File: config.mk
export PLATFORM = sky130hd
export DESIGN_NAME = sdf_ms_out_demux
export DESIGN_NICKNAME = d
export VERILOG_FILES = /design/src/rtl/sdf_ms_out_demux.sv
export SDC_FILE = /design/constraint.sdc
export NUM_CORES = 1
export LEC_CHECK = 0
export ABC_CLOCK_PERIOD_IN_PS = 2700
export CAP_MARGIN = 20
export CORE_MARGIN = 2
export CORE_UTILIZATION = 25
export CTS_CLUSTER_DIAMETER = 120
export DETAILED_ROUTE_END_ITERATION = 10
export HOLD_SLACK_MARGIN = 0.03
export PLACE_DENSITY_LB_ADDON = 0.3
export SLEW_MARGIN = 20
export SYNTH_ARGS = -nofsm -noshare
export SYNTH_HDL_FRONTEND = slang
export SYNTH_SLANG_ARGS = --single-unit
File: constraint.sdc
create_clock -name ck -period 2.7 [get_ports ck]
set_clock_uncertainty 0.15 [all_clocks]
set_input_delay 0.54 -clock ck [delete_from_list [all_inputs] [get_ports ck]]
set_output_delay 0.54 -clock ck [all_outputs]
set_load 0.1 [all_outputs]
File: src/rtl/sdf_ms_out_demux.sv
// Output demultiplexer for a multi-stream SDF actor: steers accepted tokens round-robin,
// TOKENS at a time, into FLUX private show-ahead FIFOs that are read independently.
module sdf_ms_out_demux #(
   parameter int unsigned WIDTH  = 8,
   parameter int unsigned FLUX   = 2,
   parameter int unsigned DEPTH  = 4,
   parameter int unsigned TOKENS = 1
) (
   input  logic                     ck,
   input  logic                     rst,
   input  logic                     in_wr,
   input  logic [WIDTH-1:0]         in_data,
   output logic                     in_full,
   input  logic [FLUX-1:0]          out_rd,
   output logic [FLUX-1:0]          out_empty,
   output logic [FLUX*WIDTH-1:0]    out_data,
   output logic [$clog2(FLUX)-1:0]  cur_flux
);

   localparam int unsigned FW = $clog2(FLUX);
   localparam int unsigned AW = $clog2(DEPTH);
   localparam int unsigned CW = $clog2(DEPTH + 1);
   localparam int unsigned TW = (TOKENS > 1) ? $clog2(TOKENS) : 1;

   logic [WIDTH-1:0] r_mem     [FLUX][DEPTH];
   logic [AW-1:0]    r_wr_ptr  [FLUX];
   logic [AW-1:0]    r_rd_ptr  [FLUX];
   logic [CW-1:0]    r_cnt     [FLUX];
   logic [FW-1:0]    r_cur_flux;
   logic [TW-1:0]    r_tok_cnt;

   logic             w_wr_acc;
   logic [FLUX-1:0]  w_full;
   logic [FLUX-1:0]  w_wr_f;
   logic [FLUX-1:0]  w_rd_f;

   // Flags come from registered counts only, so there is no rd->full combinational path.
   always_comb begin
      w_full    = '0;
      out_empty = '0;
      out_data  = '0;
      for (int f = 0; f < FLUX; f++) begin
         w_full[f]                     = (r_cnt[f] == CW'(DEPTH));
         out_empty[f]                  = (r_cnt[f] == '0);
         out_data[f*WIDTH +: WIDTH]    = r_mem[f][r_rd_ptr[f]];
      end
   end

   assign in_full  = w_full[r_cur_flux];
   assign w_wr_acc = in_wr && !in_full;
   assign cur_flux = r_cur_flux;

   always_comb begin
      w_wr_f = '0;
      w_rd_f = '0;
      for (int f = 0; f < FLUX; f++) begin
         w_wr_f[f] = w_wr_acc && (r_cur_flux == FW'(f));
         w_rd_f[f] = out_rd[f] && !out_empty[f];
      end
   end

   always_ff @(posedge ck) begin
      if (rst) begin
         r_cur_flux <= '0;
         r_tok_cnt  <= '0;
         for (int f = 0; f < FLUX; f++) begin
            r_wr_ptr[f] <= '0;
            r_rd_ptr[f] <= '0;
            r_cnt[f]    <= '0;
         end
      end else begin
         for (int f = 0; f < FLUX; f++) begin
            if (w_wr_f[f]) r_wr_ptr[f] <= r_wr_ptr[f] + AW'(1);
            if (w_rd_f[f]) r_rd_ptr[f] <= r_rd_ptr[f] + AW'(1);
            case ({w_wr_f[f], w_rd_f[f]})
               2'b10:   r_cnt[f] <= r_cnt[f] + CW'(1);
               2'b01:   r_cnt[f] <= r_cnt[f] - CW'(1);
               default: r_cnt[f] <= r_cnt[f];
            endcase
         end
         if (w_wr_acc) begin
            if (r_tok_cnt == TW'(TOKENS - 1)) begin
               r_tok_cnt  <= '0;
               r_cur_flux <= (r_cur_flux == FW'(FLUX - 1)) ? '0 : r_cur_flux + FW'(1);
            end else begin
               r_tok_cnt  <= r_tok_cnt + TW'(1);
            end
         end
      end
   end

   // Storage is intentionally not reset; empty flags mask stale contents.
   always_ff @(posedge ck) begin
      if (w_wr_acc) begin
         r_mem[r_cur_flux][r_wr_ptr[r_cur_flux]] <= in_data;
      end
   end

endmodule

==> metrics.md <==
| Metric | Value |
|---|---|
| Worst Tran Pin Value | 523 ps |
| Yosys synthesis warning count | 0 |
| Layout area overhead | 37.8% |
| Commonest non-fill, non-tap cells in the layout | edfxtp_1, buf_4, nor2_1, buf_12, mux4_2 |
| DRC viols | 0 |
| Largest family of logic cells by synthesized area | multiplexers |
| Synth Area in Adders | 0.0391 |
| Worst path slowest cell | or3b_4 |
| Hold_buf cts | 0 |
| CTS Buf Count | 9 |
| Final Util | 0.353 |
| Mux cell area share after synthesis | 0.110 |
| Die Width | 121 microns |
| Nets | 286 |
| Fin worst setup slack | 24.0 ps |
| Pin count of the biggest net entering global routing | 14 |
| Compound-Gate Fraction of Synth Area | 0.0339 |
| CTS Root Cell | clkbuf_16 |
| Post-layout minimum cycle time | 2680 ps |
| Logic pwr share | 0.438 |
| Worst Hold Depth | 2 |
| GRT Util Overall | 0.0967 |
| Critical path type | reg -> reg |
| Die area | 14,500 sq um |
| Initial DRT Pass Iterations | 4 |
| Antenna diodes | 0 |
| Sequential power share | 0.319 |
| I/O pins | 33 |
| Sink Count | 80 |
| P per Cell Area | 1110 nW/um^2 |
| Largest cells by area after synthesis | edfxtp_1, mux4_2, ha_1 |
| Worst R2R Path Depth | 10 |
| Core Rows | 42 |
| CP endpoint kind | flop |
| Post-synthesis sequential area ratio | 0.702 |
| Cell Area, Synth | 3390 sq um |
| CTS H-tree depth | 3 |
| Gate Count Post-Synth | 198 |
| Xor/xnor share of the synthesized area | 0.0129 |
| WL per Instance | 14.8 microns |
| CP max FO | 3 |
| Post-DP HPWL | 4.57 mm |
| Antenna Nets Post-Route | 0 |
| Cell Count, Final, Fillers Out | 443 |
| Top-area cell type share of the netlist area | 0.690 |
| Max Freq | 374 MHz |
| DP Cell Count | 427 |
| CP cell instances | or3b_4 > o211a_1 > ha_2 > inv_2 > ha_4 > nand2b_4 > fa_2 > xor2_1 > mux2_4 > nor2_2 |
| Max clock buf depth | 2 |
| GRT overflow | 0 |
| DIE HEIGHT | 121 microns |
| Core Region | 13,200 sq um |
| Library cells used by synthesis | 35 |
| Hold Fails Final Rpt | 0 |
| Switching share of total power | 0.372 |
| RSZ-0062 raised after global routing | yes |
| Worst EP required | 2750 ps |
| Port Buffer Count | 32 |
| Placement Setup Slack | -129 ps |
| Routability Congestion | 0.713 |
| CP Launch Type | flop |
| Final setup viols | 0 |
| Slew HR | 0.648 |
| Status | finished, final reports clean |
| TritonCTS clock tree | done |
| First-pass GRT wire length | 10.4 mm |
| Syn Nets | 221 |
| Critical path arrival | 2720 ps |
| Period Utilization, post-route | 0.991 |
| Max incr delay on CP | 410 ps |
| Fill count | 1,279 |
| Max-cap viol count | 0 |
| DRT iter0 DRCs | 166 |
| Antenna violations before repair | 0 |
| Initial Util | 0.256 |
| Number of vias per cell | 4.30 |
| VDD IR max | 0.578 mV |
| Cell accounting for the most synthesized area | edfxtp_1 |
| Post-Synth Simple-Gate Area | 0.0771 |
| Number of global-route vias before repair | 1,964 |
| Worst Hold Class | reg -> reg |
| Sw power | 1.94 mW |
| Worst skew pair latency | 330 ps |
| Final wirelength | 6.56 mm |
| Internal power | 3.27 mW |
| DR vias | 1,906 |
| Clk pwr share | 0.243 |
| Clock Pin Slew Worst Setup and Hold Paths | 60 ps |
| Slew Viols, Final | 0 |
| Commonest non-fill, non-tap cell in the layout | edfxtp_1 |
| Synthesis-stage register bit count | 80 |
| Post-Syn Area per Cell | 17.1 sq um |
| Leakage power | 1.66 nW |
| Share of layout cells above drive strength 1 | 0.356 |
## repair_timing
| item | in CTS | in global routing |
|---|---|---|
| setup endpoints to repair | 2 | 6 |
| pin swaps | 4 | 3 |
| gates cloned | 0 | 0 |
| buffers inserted | 1 | 0 |
| gates resized for setup | 5 | 2 |
## metal layers
layer  track usage  part of all wire  vias to the layer above
met3        0.0325             0.056                        6
met5             0                 0                        -
met4        0.0371             0.011                        0
li1              -                 -                      884
met1         0.121              0.45                      962
met2         0.155              0.48                       54
## metrics by stage
step / power (mW) / hold slack [ps] / TNS [ps] / area [sq um]
CTS: 5.26 / 392 / -26.1 / 4670
detailed placement: 3.95 / 382 / -254 / 4330
global placement: 3.93 / 376 / -138 / 4330
finish: 5.21 / 386 / 0 / 4680
global route: 5.41 / 430 / -59.7 / 4680
floorplan: 3.10 / 429 / 0 / 3420
## flip-flops by register name, indices dropped and copies added (netlist names), named ones only
register,flops
r_rd_ptr,4
r_cnt,6
r_mem,64
cur_flux,1
r_wr_ptr,4
## cell families (layout without fill, tap and decap cells)
family	count (synthesis)	after routing
AOI/OAI and AO/OA	17	17
xor gates and xnor gates	5	5
adders and majority gates	10	10
buffers and inverters	21	90
DFF	80	80
muxes	17	17
and+or+nand+nor	48	48
## layout make-up
class                      instances  area (sq um)  share of cell area
tap                              176           220              0.0471
timing repair buffer              60           731               0.156
clock inverter                     5          82.6              0.0177
sequential                        80          2390               0.510
inverter                          15          56.3              0.0120
clock buffer                      10           229              0.0490
multi-input combinational         97           972               0.208
## final timing paths
| kind | slack, ps | to | startpoint |
|---|---|---|---|
| hold / removal | 390 | cur_flux | cur_flux |
| setup / recovery | 20 | r_cnt[0][2] | r_cnt[0][0] |
| setup reg to reg | 20 | r_cnt[0][2] | r_cnt[0][0] |
| hold reg to reg | 390 | cur_flux | cur_flux |
## worst max-delay path: cells and delay by family (launching register included)
family / cells / cell delay [ps]
mux: 1 / 320
buf+inv: 1 / 70
flops: 1 / 380
simple gates: 3 / 540
fa+ha+maj: 3 / 660
xor+xnor: 1 / 170
compound gates: 1 / 230
## synthesized netlist by cell type (all sizes together)
cell type and count:
a21oi 2, a31oi 4, a32oi 1, and3b 1, buf 3, clkbuf 3, dfxtp 2, edfxtp 78
fa 1, ha 9, inv 15, mux2 1, mux4 16, nand2 8, nand2b 2, nand3 1
nor2 23, nor2b 1, nor3 1, nor3b 4, nor4 1, nor4b 1, nor4bb 1, o211a 1
o21ai 6, o22ai 1, o31ai 1, o32a 1, or2 1, or3 2, or3b 1, xnor2 4
xor2 1
## power groups by stage
stage	registers, mW	clock network, mW	logic, mW
2_1_floorplan	1.64	0	1.46
3_5_place_dp	1.69	0	2.26
3_3_place_gp	1.68	0	2.25
5_1_grt	1.68	1.34	2.39
4_1_cts	1.66	1.29	2.30
6_report	1.66	1.27	2.28
(Power assumes the default switching activity.)
